$ cat config.mk
export PLATFORM = sky130hd
export DESIGN_NAME = dmem_bridge
export DESIGN_NICKNAME = d
export VERILOG_FILES = /design/src/rtl/dmem_bridge.sv
export SDC_FILE = /design/constraint.sdc
export NUM_CORES = 1
export LEC_CHECK = 0
export CAP_MARGIN = 5
export CORE_ASPECT_RATIO = 1.4
export CORE_MARGIN = 5
export CORE_UTILIZATION = 25
export CTS_CLUSTER_SIZE = 28
export DETAILED_ROUTE_END_ITERATION = 10
export DONT_BUFFER_PORTS = 1
export PLACE_DENSITY = 0.47
export SYNTH_ARGS = -nofsm -noshare
export SYNTH_HDL_FRONTEND = slang
export SYNTH_SLANG_ARGS = --single-unit
$ cat constraint.sdc
create_clock -name clk -period 4.7 [get_ports clk]
set_input_delay 1.41 -clock clk [delete_from_list [all_inputs] [get_ports clk]]
set_output_delay 1.41 -clock clk [all_outputs]
set_load 0.005 [all_outputs]
$ cat src/rtl/dmem_bridge.sv
// Load/store bridge: turns the execute stage's held request into word-aligned bus beats with strobes.
// Optional macro MISALIGN_SPLIT_EN splits word-crossing accesses into two beats instead of rejecting them.
module dmem_bridge #(
    parameter int XLEN = 32
) (
    input  logic            clk,
    input  logic            rst,
    input  logic [XLEN-1:0] mem_addr_i,
    input  logic [XLEN-1:0] mem_data_i,
    input  logic [1:0]      byte_size_i,
    input  logic            mem_read_en_i,
    input  logic            mem_write_en_i,
    output logic [XLEN-1:0] mem_data_in_o,
    output logic            mem_read_ready_o,
    output logic            mem_write_ready_o,
    output logic            mem_misalign_o,
    output logic            bus_req_o,
    output logic            bus_we_o,
    output logic [XLEN-1:0] bus_addr_o,
    output logic [XLEN-1:0] bus_wdata_o,
    output logic [3:0]      bus_wstrb_o,
    input  logic            bus_ack_i,
    input  logic [XLEN-1:0] bus_rdata_i
);

    typedef enum logic [1:0] {IDLE, BEAT0, BEAT1, RESP} state_e;

    function automatic logic [2:0] nbytes(input logic [1:0] sz);
        case (sz)
            2'd1:    nbytes = 3'd1;
            2'd2:    nbytes = 3'd2;
            default: nbytes = 3'd4;
        endcase
    endfunction

    function automatic logic [3:0] mask(input logic [1:0] sz);
        case (sz)
            2'd1:    mask = 4'b0001;
            2'd2:    mask = 4'b0011;
            default: mask = 4'b1111;
        endcase
    endfunction

    // Right-justify the addressed bytes of the {hi, lo} pair and zero the rest.
    function automatic logic [XLEN-1:0] extract(input logic [2*XLEN-1:0] hl,
                                                input logic [1:0] off, input logic [1:0] sz);
        logic [XLEN-1:0] sh;
        sh = XLEN'(hl >> {off, 3'b000});
        case (sz)
            2'd1:    extract = sh & XLEN'(32'h0000_00FF);
            2'd2:    extract = sh & XLEN'(32'h0000_FFFF);
            default: extract = sh;
        endcase
    endfunction

    state_e          state_q, state_d;
    logic [1:0]      off_q, off_d;
    logic [1:0]      size_q, size_d;
    logic            we_q, we_d;
    logic [XLEN-1:0] rdata_q, rdata_d;
    logic            bus_req_q, bus_req_d;
    logic            bus_we_q, bus_we_d;
    logic [XLEN-1:0] bus_addr_q, bus_addr_d;
    logic [XLEN-1:0] bus_wdata_q, bus_wdata_d;
    logic [3:0]      bus_wstrb_q, bus_wstrb_d;
`ifdef MISALIGN_SPLIT_EN
    logic [XLEN-1:0] data_q, data_d;
    logic [XLEN-1:0] lo_q, lo_d;
    logic            cross_q, cross_d;
`else
    logic            err_q, err_d;
`endif

    logic [1:0] in_off;
    logic       in_cross;
    logic       in_req;
    assign in_off   = mem_addr_i[1:0];
    assign in_cross = ({1'b0, in_off} + nbytes(byte_size_i)) > 3'd4;
    assign in_req   = mem_read_en_i || mem_write_en_i;

    always_comb begin
        state_d     = state_q;
        off_d       = off_q;
        size_d      = size_q;
        we_d        = we_q;
        rdata_d     = rdata_q;
        bus_req_d   = bus_req_q;
        bus_we_d    = bus_we_q;
        bus_addr_d  = bus_addr_q;
        bus_wdata_d = bus_wdata_q;
        bus_wstrb_d = bus_wstrb_q;
`ifdef MISALIGN_SPLIT_EN
        data_d      = data_q;
        lo_d        = lo_q;
        cross_d     = cross_q;
`else
        err_d       = err_q;
`endif
        case (state_q)
            IDLE: begin
                if (in_req) begin
                    off_d  = in_off;
                    size_d = byte_size_i;
                    we_d   = !mem_read_en_i;
`ifdef MISALIGN_SPLIT_EN
                    data_d  = mem_data_i;
                    cross_d = in_cross;
`else
                    err_d   = in_cross;
                    if (in_cross) begin
                        state_d = RESP;
                        if (mem_read_en_i) rdata_d = '0;
                    end else
`endif
                    begin
                        state_d     = BEAT0;
                        bus_req_d   = 1'b1;
                        bus_we_d    = !mem_read_en_i;
                        bus_addr_d  = {mem_addr_i[XLEN-1:2], 2'b00};
                        bus_wstrb_d = 4'(mask(byte_size_i) << in_off);
                        bus_wdata_d = mem_data_i << {in_off, 3'b000};
                    end
                end
            end
            BEAT0: begin
                if (bus_ack_i) begin
`ifdef MISALIGN_SPLIT_EN
                    lo_d = bus_rdata_i;
                    if (cross_q) begin
                        // Second beat issued on the same edge for back-to-back beats.
                        state_d     = BEAT1;
                        bus_addr_d  = bus_addr_q + XLEN'(4);
                        bus_wstrb_d = 4'(({4'b0000, mask(size_q)} << off_q) >> 4);
                        bus_wdata_d = data_q >> {3'd4 - {1'b0, off_q}, 3'b000};
                    end else
`endif
                    begin
                        state_d   = RESP;
                        bus_req_d = 1'b0;
                        if (!we_q) rdata_d = extract({{XLEN{1'b0}}, bus_rdata_i}, off_q, size_q);
                    end
                end
            end
`ifdef MISALIGN_SPLIT_EN
            BEAT1: begin
                if (bus_ack_i) begin
                    state_d   = RESP;
                    bus_req_d = 1'b0;
                    if (!we_q) rdata_d = extract({bus_rdata_i, lo_q}, off_q, size_q);
                end
            end
`endif
            RESP:    state_d = IDLE;
            default: state_d = IDLE;
        endcase
    end

    always_ff @(posedge clk or posedge rst) begin
        if (rst) begin
            state_q     <= IDLE;
            off_q       <= '0;
            size_q      <= '0;
            we_q        <= 1'b0;
            rdata_q     <= '0;
            bus_req_q   <= 1'b0;
            bus_we_q    <= 1'b0;
            bus_addr_q  <= '0;
            bus_wdata_q <= '0;
            bus_wstrb_q <= '0;
`ifdef MISALIGN_SPLIT_EN
            data_q      <= '0;
            lo_q        <= '0;
            cross_q     <= 1'b0;
`else
            err_q       <= 1'b0;
`endif
        end else begin
            state_q     <= state_d;
            off_q       <= off_d;
            size_q      <= size_d;
            we_q        <= we_d;
            rdata_q     <= rdata_d;
            bus_req_q   <= bus_req_d;
            bus_we_q    <= bus_we_d;
            bus_addr_q  <= bus_addr_d;
            bus_wdata_q <= bus_wdata_d;
            bus_wstrb_q <= bus_wstrb_d;
`ifdef MISALIGN_SPLIT_EN
            data_q      <= data_d;
            lo_q        <= lo_d;
            cross_q     <= cross_d;
`else
            err_q       <= err_d;
`endif
        end
    end

    assign mem_data_in_o     = rdata_q;
    assign mem_read_ready_o  = (state_q == RESP) && !we_q;
    assign mem_write_ready_o = (state_q == RESP) && we_q;
`ifdef MISALIGN_SPLIT_EN
    assign mem_misalign_o    = 1'b0;
`else
    assign mem_misalign_o    = (state_q == RESP) && err_q;
`endif
    assign bus_req_o   = bus_req_q;
    assign bus_we_o    = bus_we_q;
    assign bus_addr_o  = bus_addr_q;
    assign bus_wdata_o = bus_wdata_q;
    assign bus_wstrb_o = bus_wstrb_q;

endmodule
[After elaboration in Yosys (flattened, before gate mapping)]
Cells that the tools add are included.
Widths: inputs -> output; s select.
Word-level totals
  flip-flop bits (word level): 108
  input port bits: 103
  output and inout port bits: 105
  word-level logic and storage cells: 62
Cells by class
  $add $sub $neg: 1
  magnitude comparators: 1
  equality and inequality tests: 12
  shift-type cells: 3
  multiplexer cells: 20
  bitwise operators: 1
  reduce and logical (&&, ||, !) cells: 13
Operators with widths (number)
  $mux 32: 5
  $pmux 32 s2: 2
  $shl 32x5->32: 1
  $shr 32x5->32: 1
  $mux 4: 3
  $ne 2x2->1 const B: 6
  $pmux 4 s2: 1
  $eq 2x1->1 const B: 3
  $eq 2x2->1 const B: 3
  $mux 2: 3
  $pmux 3 s2: 1
  $reduce_and 6->1: 1
  $pmux 2 s2: 1
  $reduce_and 2->1: 2
  $reduce_and 4->1: 1
  $shl 4x2->4: 1
  $add 2x3->3: 1
  $gt 3x3->1 const B: 1
  $logic_and 1x1->1: 3
  $mux 1: 3
  $reduce_and 3->1: 1
  $logic_not 1->1: 2
  $logic_not 2->1: 1
  $pmux 1 s2: 1
  other kinds (3): 3

[Depth between registers and ports, before layout]
Gate-level depths: netlist of run 1.
  word-level depth: 8
  mapped depth: 11
  mapped depth without buffers: 9

[Worst setup path before layout of run 1]
No wires, ideal clock.
  kind: in2reg
  from: input port byte_size_i[1]
  to: register bus_addr_q[2] (netlist: bus_addr_o[2])
  setup time: 0.128 ns
  arrival: 3.381 ns
  data required time: 4.572 ns
  setup slack: 1.191 ns
  stages: 10
  buffers on the path: 2
  cells stage by stage: inv_1 ha_1 ha_1 inv_1 fa_1 and2_1 o221ai_2 buf_2 buf_2 mux2_1
Between the ends
  longest elaborated chain between the ends: 6
  elaborated cells on any way between the ends: 7
  classes of those cells: add/sub (1); order compare (1); eq/ne (2); mux (1); bitwise (1); reduce/logical (1)
RTL lines
  from (decl): RTL line 10  | input logic [1:0] byte_size_i,
  $eq 2x2->1 / $eq 2x1->1 (equally long branches): RTL line 29  | case (sz)
  $pmux 3 s2 *: RTL line 29
  $add 2x3->3 *: RTL line 78  | assign in_cross = ({1'b0, in_off} + nbytes(byte_size_i)) > 3'd4;
  $gt 3x3->1 *: RTL line 78
  $not 1->1 (no source line) *
  $reduce_and 3->1 (no source line) *
  to (signal assigned): RTL line 185  | bus_addr_q <= bus_addr_d;
  to (decl): RTL line 63  | logic [XLEN-1:0] bus_addr_q, bus_addr_d;
Mark *: on every way between the ends. The rest lies on a longest branch, timed or not.
A chain may end at the register's enable or synchronous reset.

[Worst setup path in the final report of run 1]
  from: input port byte_size_i[1]
  to: register bus_addr_q[23] (netlist: bus_addr_o[23])
Same word-level chain as after synthesis.

==> metrics.txt, run 1 <==
# TYPE chip_impl_metric gauge
chip_impl_info{name="run_status",value="completed"} 1
chip_impl_metric{name="netlist_instances",unit=""} 478
chip_impl_metric{name="route.met2.wl",unit="mm"} 7.92
chip_impl_metric{name="routed_wirelength",unit="mm"} 15.5
chip_impl_metric{name="std_cell_rows",unit=""} 63
chip_impl_metric{name="design.portCount",unit=""} 208
chip_impl_metric{name="tightestPinTransition",unit="ps"} 671
chip_impl_metric{name="timing.final.max_slew_violations",unit=""} 0
chip_impl_metric{name="post_route_cells_drive_above_1_share",unit=""} 0.178
chip_impl_metric{name="initial_core_util",unit=""} 0.252
chip_impl_metric{name="clock-sinks",unit=""} 108
chip_impl_metric{name="cts_hold_buffers",unit=""} 0
chip_impl_metric{name="clk_path_buf_depth",unit=""} 2
chip_impl_metric{name="design_area",unit="um^2"} 5790
chip_impl_metric{name="die_area",unit="um^2"} 24300
chip_impl_info{name="worstSetupPathType",value="in2reg"} 1
chip_impl_metric{name="grt-ovfl-total",unit=""} 0
chip_impl_metric{name="ant_nets",unit=""} 0
chip_impl_metric{name="global_placement_routability_congestion",unit=""} 0.833
chip_impl_metric{name="place.port_buffers",unit=""} 0
chip_impl_metric{name="cp_data_required_time",unit="ps"} 4940
chip_impl_metric{name="pre_cts_slack",unit="ps"} 911
chip_impl_metric{name="chip_width",unit="um"} 133
chip_impl_info{name="cts_tree",value="built"} 1
chip_impl_metric{name="area_growth_synth_to_finish",unit="%"} 9.11
chip_impl_metric{name="routed_wire_length_per_instance",unit="um"} 21.3
chip_impl_metric{name="met3RoutedLength",unit="mm"} 1.60
chip_impl_metric{name="register_bit_total_from_synthesis",unit=""} 108
chip_impl_info{name="top_library_cells_by_usage_in_the_layout_fill_and_taps_aside",value="108 x sky130_fd_sc_hd__dfrtp_1, 60 x sky130_fd_sc_hd__nand2_1, 48 x sky130_fd_sc_hd__mux2i_1"} 1
chip_impl_metric{name="post-route-drc-count",unit=""} 0
chip_impl_metric{name="via_cell_ratio",unit=""} 4.87
chip_impl_metric{name="critical_path.max_fanout",unit=""} 91
chip_impl_metric{name="report.final.setup_viol",unit=""} 0
chip_impl_metric{name="p_total",unit="W"} 0.00372
chip_impl_metric{name="totalNegativeSetupSlack",unit="ps"} 0
chip_impl_metric{name="worstHoldPathCells",unit=""} 2
chip_impl_metric{name="synth.lib_cells_used.distinct",unit=""} 41
chip_impl_metric{name="cts_resized",unit=""} 0
chip_impl_info{name="routed.top_layer",value="met4"} 1
chip_impl_metric{name="final.setup.worst_slack",unit="ps"} 1300
chip_impl_info{name="clock_tree.root_cell",value="sky130_fd_sc_hd__clkbuf_16"} 1
chip_impl_info{name="worstPathCellList",value="inv_1 > ha_1 > ha_1 > inv_1 > fa_1 > and2_1 > o221ai_4 > buf_12 > mux2_2"} 1
chip_impl_metric{name="dr_vias",unit=""} 3543
chip_impl_metric{name="met1_length",unit="mm"} 5.64
chip_impl_metric{name="numCtsBuffers",unit=""} 9
chip_impl_metric{name="grt_resource_usage_total",unit=""} 0.129
chip_impl_metric{name="post_layout_minimum_cycle_time",unit="ps"} 3400
chip_impl_metric{name="final.setup_skew",unit="ps"} 14.6
chip_impl_metric{name="grt_max_degree",unit=""} 92
chip_impl_metric{name="clkSlewWorstSetupHoldPaths",unit="ps"} 80
chip_impl_metric{name="clock.fmax",unit="MHz"} 294
chip_impl_metric{name="n_antenna_cell",unit=""} 0
chip_impl_info{name="crit-reg2reg-launch",value="state_q[0]"} 1
chip_impl_metric{name="synth_seq_area_share",unit=""} 0.510
chip_impl_metric{name="cell_area_after_synthesis",unit="um^2"} 5300
chip_impl_metric{name="period_share",unit=""} 0.723
chip_impl_metric{name="whs",unit="ps"} 484
chip_impl_metric{name="r2r_cells",unit=""} 5
chip_impl_info{name="critPathLaunch",value="byte_size_i[1]"} 1
chip_impl_metric{name="fp.coreArea",unit="um^2"} 21000
chip_impl_info{name="setup_repair_after_global_routing_missed_its_margin",value="false"} 1
chip_impl_metric{name="clock_latency",unit="ps"} 360
chip_impl_metric{name="cp_num_buf_inv",unit=""} 3
chip_impl_metric{name="dieHeight",unit="um"} 182
chip_impl_metric{name="drt-initial-drc-count",unit=""} 167
chip_impl_metric{name="post-cts-setup-buffer-count",unit=""} 0
chip_impl_metric{name="path_depth",unit=""} 9
chip_impl_info{name="path_delay_family",value="adder cells"} 1
chip_impl_metric{name="grt_pass1_wl",unit="mm"} 24.1
chip_impl_metric{name="syn_avg_cell_area",unit="um^2"} 11.1
chip_impl_metric{name="yosysWarningCount",unit=""} 0
chip_impl_metric{name="p_leak",unit="nW"} 2.54
chip_impl_info{name="final_common_cell",value="sky130_fd_sc_hd__dfrtp_1"} 1
chip_impl_metric{name="worst-endpoint-arrival",unit="ps"} 3630
chip_impl_metric{name="ir_drop",unit="uV"} 202
chip_impl_metric{name="place_hpwl",unit="mm"} 12.0
chip_impl_info{name="worstHoldPathType",value="reg2reg"} 1
chip_impl_metric{name="detailed_place.area",unit="um^2"} 5510
chip_impl_metric{name="max-slew-margin-rel",unit=""} 0.551
chip_impl_metric{name="grt_pass1_vias",unit=""} 3877
chip_impl_info{name="critPathLaunchType",value="primary input"} 1
chip_impl_info{name="hold_start",value="err_q"} 1
chip_impl_metric{name="number_of_endpoints_with_negative_hold_slack_in_the_final_report",unit=""} 0
chip_impl_metric{name="htreeDepth",unit=""} 3
chip_impl_info{name="endpoint_kind",value="register"} 1
chip_impl_info{name="highest_delay_cell_along_the_critical_path",value="sky130_fd_sc_hd__fa_1"} 1
chip_impl_metric{name="layout.nets",unit=""} 571
chip_impl_metric{name="drt_pass1_iterations",unit=""} 4
chip_impl_metric{name="fillCellCount",unit=""} 2220
chip_impl_metric{name="drv.max_cap_violation_count",unit=""} 0
chip_impl_metric{name="cpPeakStageDelay",unit="ps"} 400
chip_impl_metric{name="p_per_area",unit="nW/um^2"} 643
chip_impl_metric{name="number_of_antenna_violations_at_the_first_check_in_global_routing",unit=""} 0
[synth_stat cells, drive strengths merged]
cell type	n	area, um^2
xor2	1	8.76
o211a	1	10.0
or3	1	6.26
clkbuf	11	41.3
nand2b	1	6.26
o22a	1	8.76
or2	8	50.1
nor3	1	5.00
o211ai	1	7.51
a21oi	27	135
nand2	61	231
mux2i	48	480
a211oi	8	60.1
mux2	55	664
o31ai	10	75.1
nor2b	10	62.6
dfrtp	108	2700
a22o	8	70.1
nand4bb	1	11.3
fa	1	20.0
conb	1	3.75
and3	2	12.5
o21ai	30	150
nor2	26	100
inv	19	71.3
o221ai	2	41.3
buf	21	149
o22ai	8	50.1
and2	1	6.26
ha	5	62.6
[tightest hold or removal path, stage by stage (launching register included)]
cell,delay [ps]
sky130_fd_sc_hd__dfrtp_1,350
sky130_fd_sc_hd__nand2_1,40
sky130_fd_sc_hd__o21ai_0,60
[metal layers]
metal,vias to the layer above,global-route usage
met5,-,0
met4,0,0.0523
met3,17,0.0527
met2,148,0.224
met1,1746,0.140
li1,1632,-
[cell families after synthesis]
kind of cell               Yosys count  share of synthesized area
AOI/OAI and AO/OA                   96                      0.115
xor gates and xnor gates             1                    0.00165
adders and majority gates            6                     0.0156
buffers and inverters               51                     0.0493
DFF                                108                      0.510
muxes                              103                      0.216
other                                1                   0.000707
and+or+nand+nor                    112                     0.0927
[layout make-up]
type	count	area [um^2]	share of cell area
multi-input cells	320	2350	0.407
flip-flops and latches	108	2700	0.467
inverters	19	73.8	0.0128
well taps	260	325	0.0562
clock inverters	6	46.3	0.00800
repair buffers	4	55.1	0.00951
clock buffers	10	229	0.0396
[stage by stage]
stage,instances,util
after global placement,711,0.262
after CTS,727,0.275
after detailed placement,711,0.262
after floorplan,479,-
after global routing,727,0.275
final,727,0.275
[sequential cells by signal, indices dropped and copies added, names as in the netlist]
register and cells:
off_q 2, bus_wdata_o 32, size_q 2, state_q 2, we_q 1, err_q 1
mem_data_in_o 32, bus_wstrb_o 4, bus_req_o 1, bus_addr_o 30, bus_we_o 1
[where the power goes]
part	internal [W]	switching (W)	total, W
combinational	0.000595	0.000629	0.00122
sequential	0.00135	0.000419	0.00177
clock	0.000365	0.000368	0.000733
[path summary, 6_finish.rpt]
path / endpoint / slack, ps
worst max-delay path: bus_addr_o[23] / 1300
worst min-delay path: err_q / 480
worst max register to register: mem_data_in_o[22] / 2530
worst min register to register: err_q / 480
max in group asynchronous: mem_data_in_o[8] / 2870
min in group asynchronous: mem_data_in_o[28] / 1000
Power figures use the tool's default switching activity.
==> inputs of run 2 (changes only) <==
Clock period 4.7 ns to 3.25 ns, I/O delays scaled along.
==> run 2 against run 1 <==
Wire length shrank 1.4%. Non-clock buffer count grew 5. Combinational power grew 49%. Die area unchanged. Global-route usage is 0.42 points lower. Largest power group unchanged. Critical path type unchanged. Sequential share of layout area down 0.38 points. Register-to-register slack worse by 1300 ps.
==> metrics.txt, run 2 (same netlist as run 1, synthesis figures left out) <==
# TYPE chip_impl_metric gauge
chip_impl_metric{name="design_area",unit="um^2"} 5830
chip_impl_metric{name="cts_resized",unit=""} 0
chip_impl_metric{name="max-slew-margin-rel",unit=""} 0.417
chip_impl_info{name="worstHoldPathType",value="reg2reg"} 1
chip_impl_metric{name="post_route_cells_drive_above_1_share",unit=""} 0.186
chip_impl_metric{name="dr_vias",unit=""} 3541
chip_impl_info{name="crit-reg2reg-launch",value="state_q[0]"} 1
chip_impl_metric{name="global_placement_routability_congestion",unit=""} 0.802
chip_impl_metric{name="htreeDepth",unit=""} 3
chip_impl_metric{name="tightestPinTransition",unit="ps"} 874
chip_impl_metric{name="clkSlewWorstSetupHoldPaths",unit="ps"} 70
chip_impl_metric{name="post-cts-setup-buffer-count",unit=""} 0
chip_impl_metric{name="timing.final.max_slew_violations",unit=""} 0
chip_impl_metric{name="p_comb_frac",unit=""} 0.334
chip_impl_metric{name="totalNegativeSetupSlack",unit="ps"} 0
chip_impl_metric{name="place_hpwl",unit="mm"} 12.0
chip_impl_metric{name="power.net_switching",unit="W"} 0.00207
chip_impl_metric{name="final.setup_skew",unit="ps"} 8.74
chip_impl_metric{name="pre_cts_slack",unit="ps"} 127
chip_impl_metric{name="grt_pass1_vias",unit=""} 3785
chip_impl_metric{name="p_seq_frac",unit=""} 0.468
chip_impl_metric{name="worst-r2r-setup-slack",unit="ps"} 1260
chip_impl_info{name="clock_tree.root_cell",value="sky130_fd_sc_hd__clkbuf_16"} 1
chip_impl_metric{name="clock-sinks",unit=""} 108
chip_impl_metric{name="dieHeight",unit="um"} 182
chip_impl_metric{name="worstHoldPathCells",unit=""} 2
chip_impl_metric{name="r2r_cells",unit=""} 5
chip_impl_metric{name="clk_path_buf_depth",unit=""} 2
chip_impl_metric{name="number_of_antenna_violations_at_the_first_check_in_global_routing",unit=""} 0
chip_impl_metric{name="clock_power_share",unit=""} 0.197
chip_impl_metric{name="std_cell_rows",unit=""} 63
chip_impl_info{name="run_status",value="completed"} 1
chip_impl_metric{name="n_antenna_cell",unit=""} 0
chip_impl_metric{name="p_per_area",unit="nW/um^2"} 934
chip_impl_metric{name="post_layout_minimum_cycle_time",unit="ps"} 2750
chip_impl_info{name="top_library_cells_by_usage_in_the_layout_fill_and_taps_aside",value="108 x sky130_fd_sc_hd__dfrtp_1, 60 x sky130_fd_sc_hd__nand2_1, 48 x sky130_fd_sc_hd__mux2i_1"} 1
chip_impl_metric{name="via_cell_ratio",unit=""} 4.84
chip_impl_metric{name="grt_pass1_wl",unit="mm"} 23.4
chip_impl_metric{name="ant_nets",unit=""} 0
chip_impl_metric{name="die_area",unit="um^2"} 24300
chip_impl_metric{name="routed_wirelength",unit="mm"} 15.3
chip_impl_metric{name="chip_width",unit="um"} 133
chip_impl_metric{name="report.final.setup_viol",unit=""} 0
chip_impl_metric{name="final.setup.worst_slack",unit="ps"} 498
chip_impl_info{name="setup_repair_after_global_routing_missed_its_margin",value="false"} 1
chip_impl_info{name="final_common_cell",value="sky130_fd_sc_hd__dfrtp_1"} 1
chip_impl_metric{name="grt_max_degree",unit=""} 68
chip_impl_metric{name="layout.nets",unit=""} 576
chip_impl_info{name="cts_tree",value="built"} 1
chip_impl_metric{name="design.portCount",unit=""} 208
chip_impl_metric{name="cp_data_required_time",unit="ps"} 3480
chip_impl_metric{name="final_core_util",unit=""} 0.277
chip_impl_metric{name="area_growth_synth_to_finish",unit="%"} 10.0
chip_impl_metric{name="p_leak",unit="nW"} 2.55
chip_impl_info{name="hold-path-endpoint",value="size_q[0]"} 1
chip_impl_metric{name="period_share",unit=""} 0.847
chip_impl_metric{name="worst-endpoint-arrival",unit="ps"} 2980
chip_impl_metric{name="ir_drop",unit="uV"} 270
chip_impl_metric{name="drt-initial-drc-count",unit=""} 105
chip_impl_metric{name="detailed_place.area",unit="um^2"} 5550
chip_impl_info{name="critPathLaunchType",value="primary input"} 1
chip_impl_metric{name="grt_resource_usage_total",unit=""} 0.125
chip_impl_metric{name="drv.max_cap_violation_count",unit=""} 0
chip_impl_metric{name="critical_path.max_fanout",unit=""} 57
chip_impl_metric{name="fp.coreArea",unit="um^2"} 21000
chip_impl_metric{name="place.port_buffers",unit=""} 0
chip_impl_metric{name="p_int",unit="W"} 0.00339
chip_impl_metric{name="clock_latency",unit="ps"} 350
chip_impl_metric{name="swShare",unit=""} 0.379
chip_impl_info{name="hold_start",value="size_q[0]"} 1
chip_impl_metric{name="routed_wire_length_per_instance",unit="um"} 20.9
chip_impl_info{name="endpoint_kind",value="register"} 1
chip_impl_info{name="critical_path.reg2reg.endpoint",value="mem_data_in_o[21]"} 1
chip_impl_metric{name="cts_hold_buffers",unit=""} 0
chip_impl_metric{name="numCtsBuffers",unit=""} 9
chip_impl_metric{name="post-route-drc-count",unit=""} 0
chip_impl_metric{name="grt-ovfl-total",unit=""} 0
chip_impl_metric{name="drt_pass1_iterations",unit=""} 5
chip_impl_metric{name="number_of_endpoints_with_negative_hold_slack_in_the_final_report",unit=""} 0
chip_impl_metric{name="clock.fmax",unit="MHz"} 363
chip_impl_metric{name="initial_core_util",unit=""} 0.252
chip_impl_info{name="worstSetupPathType",value="in2reg"} 1
[run 2: changes by cell type in the layout (fill, tap and decap cells not counted), sizes merged]
cell and change:
buf +5, clkinv -2, clkinvlp +2
[run 2: metal layers]
metal | track usage | share of wire
met1 | 0.136 | 0.37
met2 | 0.217 | 0.51
met3 | 0.0585 | 0.11
met4 | 0.0383 | 0.015
met5 | 0 | 0
[run 2: worst max-delay path, cell delays in order]
cell                       delay (ps)
sky130_fd_sc_hd__inv_1             30
sky130_fd_sc_hd__ha_1             200
sky130_fd_sc_hd__ha_1             180
sky130_fd_sc_hd__inv_1             60
sky130_fd_sc_hd__fa_1             390
sky130_fd_sc_hd__and2_1           190
sky130_fd_sc_hd__o221ai_4         210
sky130_fd_sc_hd__buf_12           280
sky130_fd_sc_hd__mux2_2           390
[run 2: final cells by class]
class                           instances  area, um^2
Clock inverter                          6        55.1
Sequential cell                       108        2700
Fill cell                            2184       15200
Timing Repair Buffer                    9        92.6
Clock buffer                           10         229
Multi-Input combinational cell        320        2350
Inverter                               19        75.1
Tap cell                              260         325
[run 2: metrics by stage]
step / hold WS [ps] / total power, W / cells
after floorplan: 443 / 0.00391 / 479
after global placement: 462 / 0.00437 / 716
after global routing: 534 / 0.00582 / 732
final: 493 / 0.00545 / 732
after detailed placement: 478 / 0.00446 / 716
after CTS: 496 / 0.00556 / 732
[run 2: how the worst max path moves through the flow]
stage	startpoint	cells past startpoint	slack, ps	endpoint
3_5_place_dp	byte_size_i[1]	10	130	bus_wdata_o[11]
3_3_place_gp	byte_size_i[1]	9	150	bus_addr_o[9]
4_1_cts	byte_size_i[1]	9	510	bus_addr_o[17]
6_report	byte_size_i[1]	9	500	bus_addr_o[17]
5_1_grt	byte_size_i[1]	11	380	bus_wdata_o[20]
2_1_floorplan	byte_size_i[1]	10	180	bus_addr_o[2]
[run 2: power by group through the flow]
stage	Combinational, W	Sequential (W)	Clock, W
after detailed placement	0.00185	0.00260	0
after CTS	0.00185	0.00259	0.00112
after floorplan	0.00160	0.00231	0
after global routing	0.00201	0.00264	0.00117
after global placement	0.00178	0.00260	0
final	0.00182	0.00255	0.00108
==> inputs of run 3 (changes only) <==
Clock period 3.25 ns to 2.7 ns, I/O delays scaled along.
==> run 3 against run 2 <==
Count of clock-buffer cells in the layout did not move. Sequential share of layout area fell by 1.1 points. Sequential power rose by 20%. Critical path depth did not move. Sequential cell count did not move. Worst hold slack got worse by 150 ps. Wire length did not move. Via count fell by 0.23%. Largest power group unchanged. Final cell count rose by 0.96%.
==> metrics.txt, run 3 (same netlist as run 1, synthesis figures left out) <==
# TYPE chip_impl_metric gauge
chip_impl_metric{name="p_leak",unit="nW"} 2.61
chip_impl_metric{name="post-cts-setup-buffer-count",unit=""} 0
chip_impl_metric{name="grt_pass1_wl",unit="mm"} 23.1
chip_impl_metric{name="post_route_cells_drive_above_1_share",unit=""} 0.217
chip_impl_metric{name="pre_cts_slack",unit="ps"} -122
chip_impl_metric{name="grt_max_degree",unit=""} 62
chip_impl_metric{name="ant_nets",unit=""} 0
chip_impl_info{name="top_library_cells_by_usage_in_the_layout_fill_and_taps_aside",value="108 x sky130_fd_sc_hd__dfrtp_1, 60 x sky130_fd_sc_hd__nand2_1, 48 x sky130_fd_sc_hd__mux2i_1"} 1
chip_impl_metric{name="dr_vias",unit=""} 3533
chip_impl_metric{name="worst-r2r-setup-slack",unit="ps"} 710
chip_impl_metric{name="cpPeakStageDelay",unit="ps"} 410
chip_impl_metric{name="routed_wire_length_per_instance",unit="um"} 20.7
chip_impl_metric{name="htreeDepth",unit=""} 3
chip_impl_metric{name="drv.max_cap_violation_count",unit=""} 0
chip_impl_metric{name="power.net_switching",unit="W"} 0.00247
chip_impl_metric{name="final.setup.worst_slack",unit="ps"} 257
chip_impl_metric{name="ir_drop",unit="uV"} 308
chip_impl_metric{name="p_seq_frac",unit=""} 0.457
chip_impl_metric{name="clock-sinks",unit=""} 108
chip_impl_metric{name="totalNegativeSetupSlack",unit="ps"} 0
chip_impl_metric{name="post-route-drc-count",unit=""} 0
chip_impl_info{name="highest_delay_cell_along_the_critical_path",value="sky130_fd_sc_hd__fa_2"} 1
chip_impl_info{name="final_common_cell",value="sky130_fd_sc_hd__dfrtp_1"} 1
chip_impl_metric{name="drt-initial-drc-count",unit=""} 99
chip_impl_metric{name="timing.final.max_slew_violations",unit=""} 0
chip_impl_metric{name="number_of_antenna_violations_at_the_first_check_in_global_routing",unit=""} 0
chip_impl_metric{name="clkSlewWorstSetupHoldPaths",unit="ps"} 80
chip_impl_metric{name="place.port_buffers",unit=""} 0
chip_impl_metric{name="period_share",unit=""} 0.905
chip_impl_info{name="crit-reg2reg-launch",value="state_q[0]"} 1
chip_impl_metric{name="tightestPinTransition",unit="ps"} 668
chip_impl_metric{name="std_cell_rows",unit=""} 63
chip_impl_metric{name="cts_hold_buffers",unit=""} 0
chip_impl_metric{name="max-slew-margin-rel",unit=""} 0.553
chip_impl_metric{name="clock.fmax",unit="MHz"} 409
chip_impl_metric{name="via_cell_ratio",unit=""} 4.78
chip_impl_metric{name="p_comb_frac",unit=""} 0.334
chip_impl_metric{name="r2r_cells",unit=""} 5
chip_impl_metric{name="path_depth",unit=""} 9
chip_impl_info{name="endpoint_kind",value="register"} 1
chip_impl_metric{name="initial_core_util",unit=""} 0.252
chip_impl_metric{name="final.setup_skew",unit="ps"} 5.29
chip_impl_info{name="run_status",value="completed"} 1
chip_impl_metric{name="p_total",unit="W"} 0.00671
chip_impl_info{name="worst_setup_path_endpoint",value="bus_addr_o[12]"} 1
chip_impl_info{name="critPathLaunch",value="byte_size_i[1]"} 1
chip_impl_metric{name="area_growth_synth_to_finish",unit="%"} 12.7
chip_impl_metric{name="n_antenna_cell",unit=""} 0
chip_impl_metric{name="design.portCount",unit=""} 208
chip_impl_info{name="path_delay_family",value="adder cells"} 1
chip_impl_metric{name="global_placement_routability_congestion",unit=""} 0.830
chip_impl_metric{name="final_core_util",unit=""} 0.284
chip_impl_metric{name="die_area",unit="um^2"} 24300
chip_impl_metric{name="number_of_endpoints_with_negative_hold_slack_in_the_final_report",unit=""} 0
chip_impl_metric{name="clock_latency",unit="ps"} 350
chip_impl_info{name="worstPathCellList",value="inv_12 > ha_4 > ha_4 > inv_2 > fa_2 > and2_4 > o221ai_4 > buf_12 > mux2_2"} 1
chip_impl_metric{name="cp_data_required_time",unit="ps"} 2930
chip_impl_metric{name="grt_resource_usage_total",unit=""} 0.123
chip_impl_metric{name="report.final.setup_viol",unit=""} 0
chip_impl_info{name="worstSetupPathType",value="in2reg"} 1
chip_impl_metric{name="place_hpwl",unit="mm"} 12.0
chip_impl_info{name="critical_path.reg2reg.endpoint",value="mem_data_in_o[21]"} 1
chip_impl_metric{name="chip_width",unit="um"} 133
chip_impl_metric{name="clock_power_share",unit=""} 0.209
chip_impl_metric{name="grt-ovfl-total",unit=""} 0
chip_impl_metric{name="worst-endpoint-arrival",unit="ps"} 2670
chip_impl_metric{name="whs",unit="ps"} 344
chip_impl_metric{name="clk_path_buf_depth",unit=""} 2
chip_impl_info{name="setup_repair_after_global_routing_missed_its_margin",value="false"} 1
chip_impl_metric{name="drt_pass1_iterations",unit=""} 4
chip_impl_metric{name="swShare",unit=""} 0.369
chip_impl_info{name="most_common_cell_type_on_the_critical_path",value="sky130_fd_sc_hd__ha_4"} 1
chip_impl_metric{name="dieHeight",unit="um"} 182
chip_impl_info{name="clock_tree.root_cell",value="sky130_fd_sc_hd__clkbuf_16"} 1
chip_impl_metric{name="routed_wirelength",unit="mm"} 15.3
chip_impl_metric{name="cts_resized",unit=""} 0
chip_impl_metric{name="critical_path.max_fanout",unit=""} 61
chip_impl_info{name="critPathLaunchType",value="primary input"} 1
chip_impl_metric{name="cp_num_buf_inv",unit=""} 3
chip_impl_metric{name="p_int",unit="W"} 0.00423
chip_impl_info{name="cts_tree",value="built"} 1
chip_impl_metric{name="p_per_area",unit="nW/um^2"} 1120
chip_impl_info{name="worstHoldPathType",value="in2async"} 1
chip_impl_metric{name="post_layout_minimum_cycle_time",unit="ps"} 2440
chip_impl_metric{name="grt_pass1_vias",unit=""} 3731
chip_impl_metric{name="fp.coreArea",unit="um^2"} 21000
chip_impl_metric{name="fillCellCount",unit=""} 2167
chip_impl_metric{name="layout.nets",unit=""} 583
chip_impl_metric{name="numCtsBuffers",unit=""} 9
[run 3: final cells by class]
class / count / area [um^2] / share of cell area
clock inverter: 6 / 71.3 / 0.0119
sequential: 108 / 2700 / 0.452
clock buffer: 10 / 239 / 0.0400
tap: 260 / 325 / 0.0544
inverter: 19 / 87.6 / 0.0147
multi-input combinational: 320 / 2390 / 0.401
timing repair buffer: 16 / 158 / 0.0264
[run 3: worst min-delay path by stage]
stage / to / slack (ps) / cells past startpoint / from
2_1_floorplan: err_q / 440 / 2 / err_q
3_3_place_gp: err_q / 470 / 2 / err_q
3_5_place_dp: err_q / 470 / 2 / err_q
4_1_cts: off_q[1] / 350 / 1 / rst
5_1_grt: off_q[1] / 370 / 1 / rst
6_report: off_q[1] / 340 / 1 / rst
[run 3: layer usage]
metal,up-vias,wire (um),track usage
met2,151,7810,0.217
met1,1723,5630,0.131
li1,1650,-,-
met4,0,240,0.0371
met5,-,0,0
met3,9,1610,0.0549
[run 3: power by group through the flow]
stage	registers (W)	logic [W]	clock network, W
floorplan	0.00278	0.00195	0
global placement	0.00311	0.00220	0
detailed placement	0.00313	0.00228	0
CTS	0.00311	0.00228	0.00145
global route	0.00317	0.00248	0.00152
finish	0.00306	0.00224	0.00140
[run 3: through the flow]
step           std cells  cell area (um^2)
2_1_floorplan        479              5380
3_3_place_gp         723              5670
3_5_place_dp         723              5670
4_1_cts              739              5980
5_1_grt              739              5980
6_report             739              5980
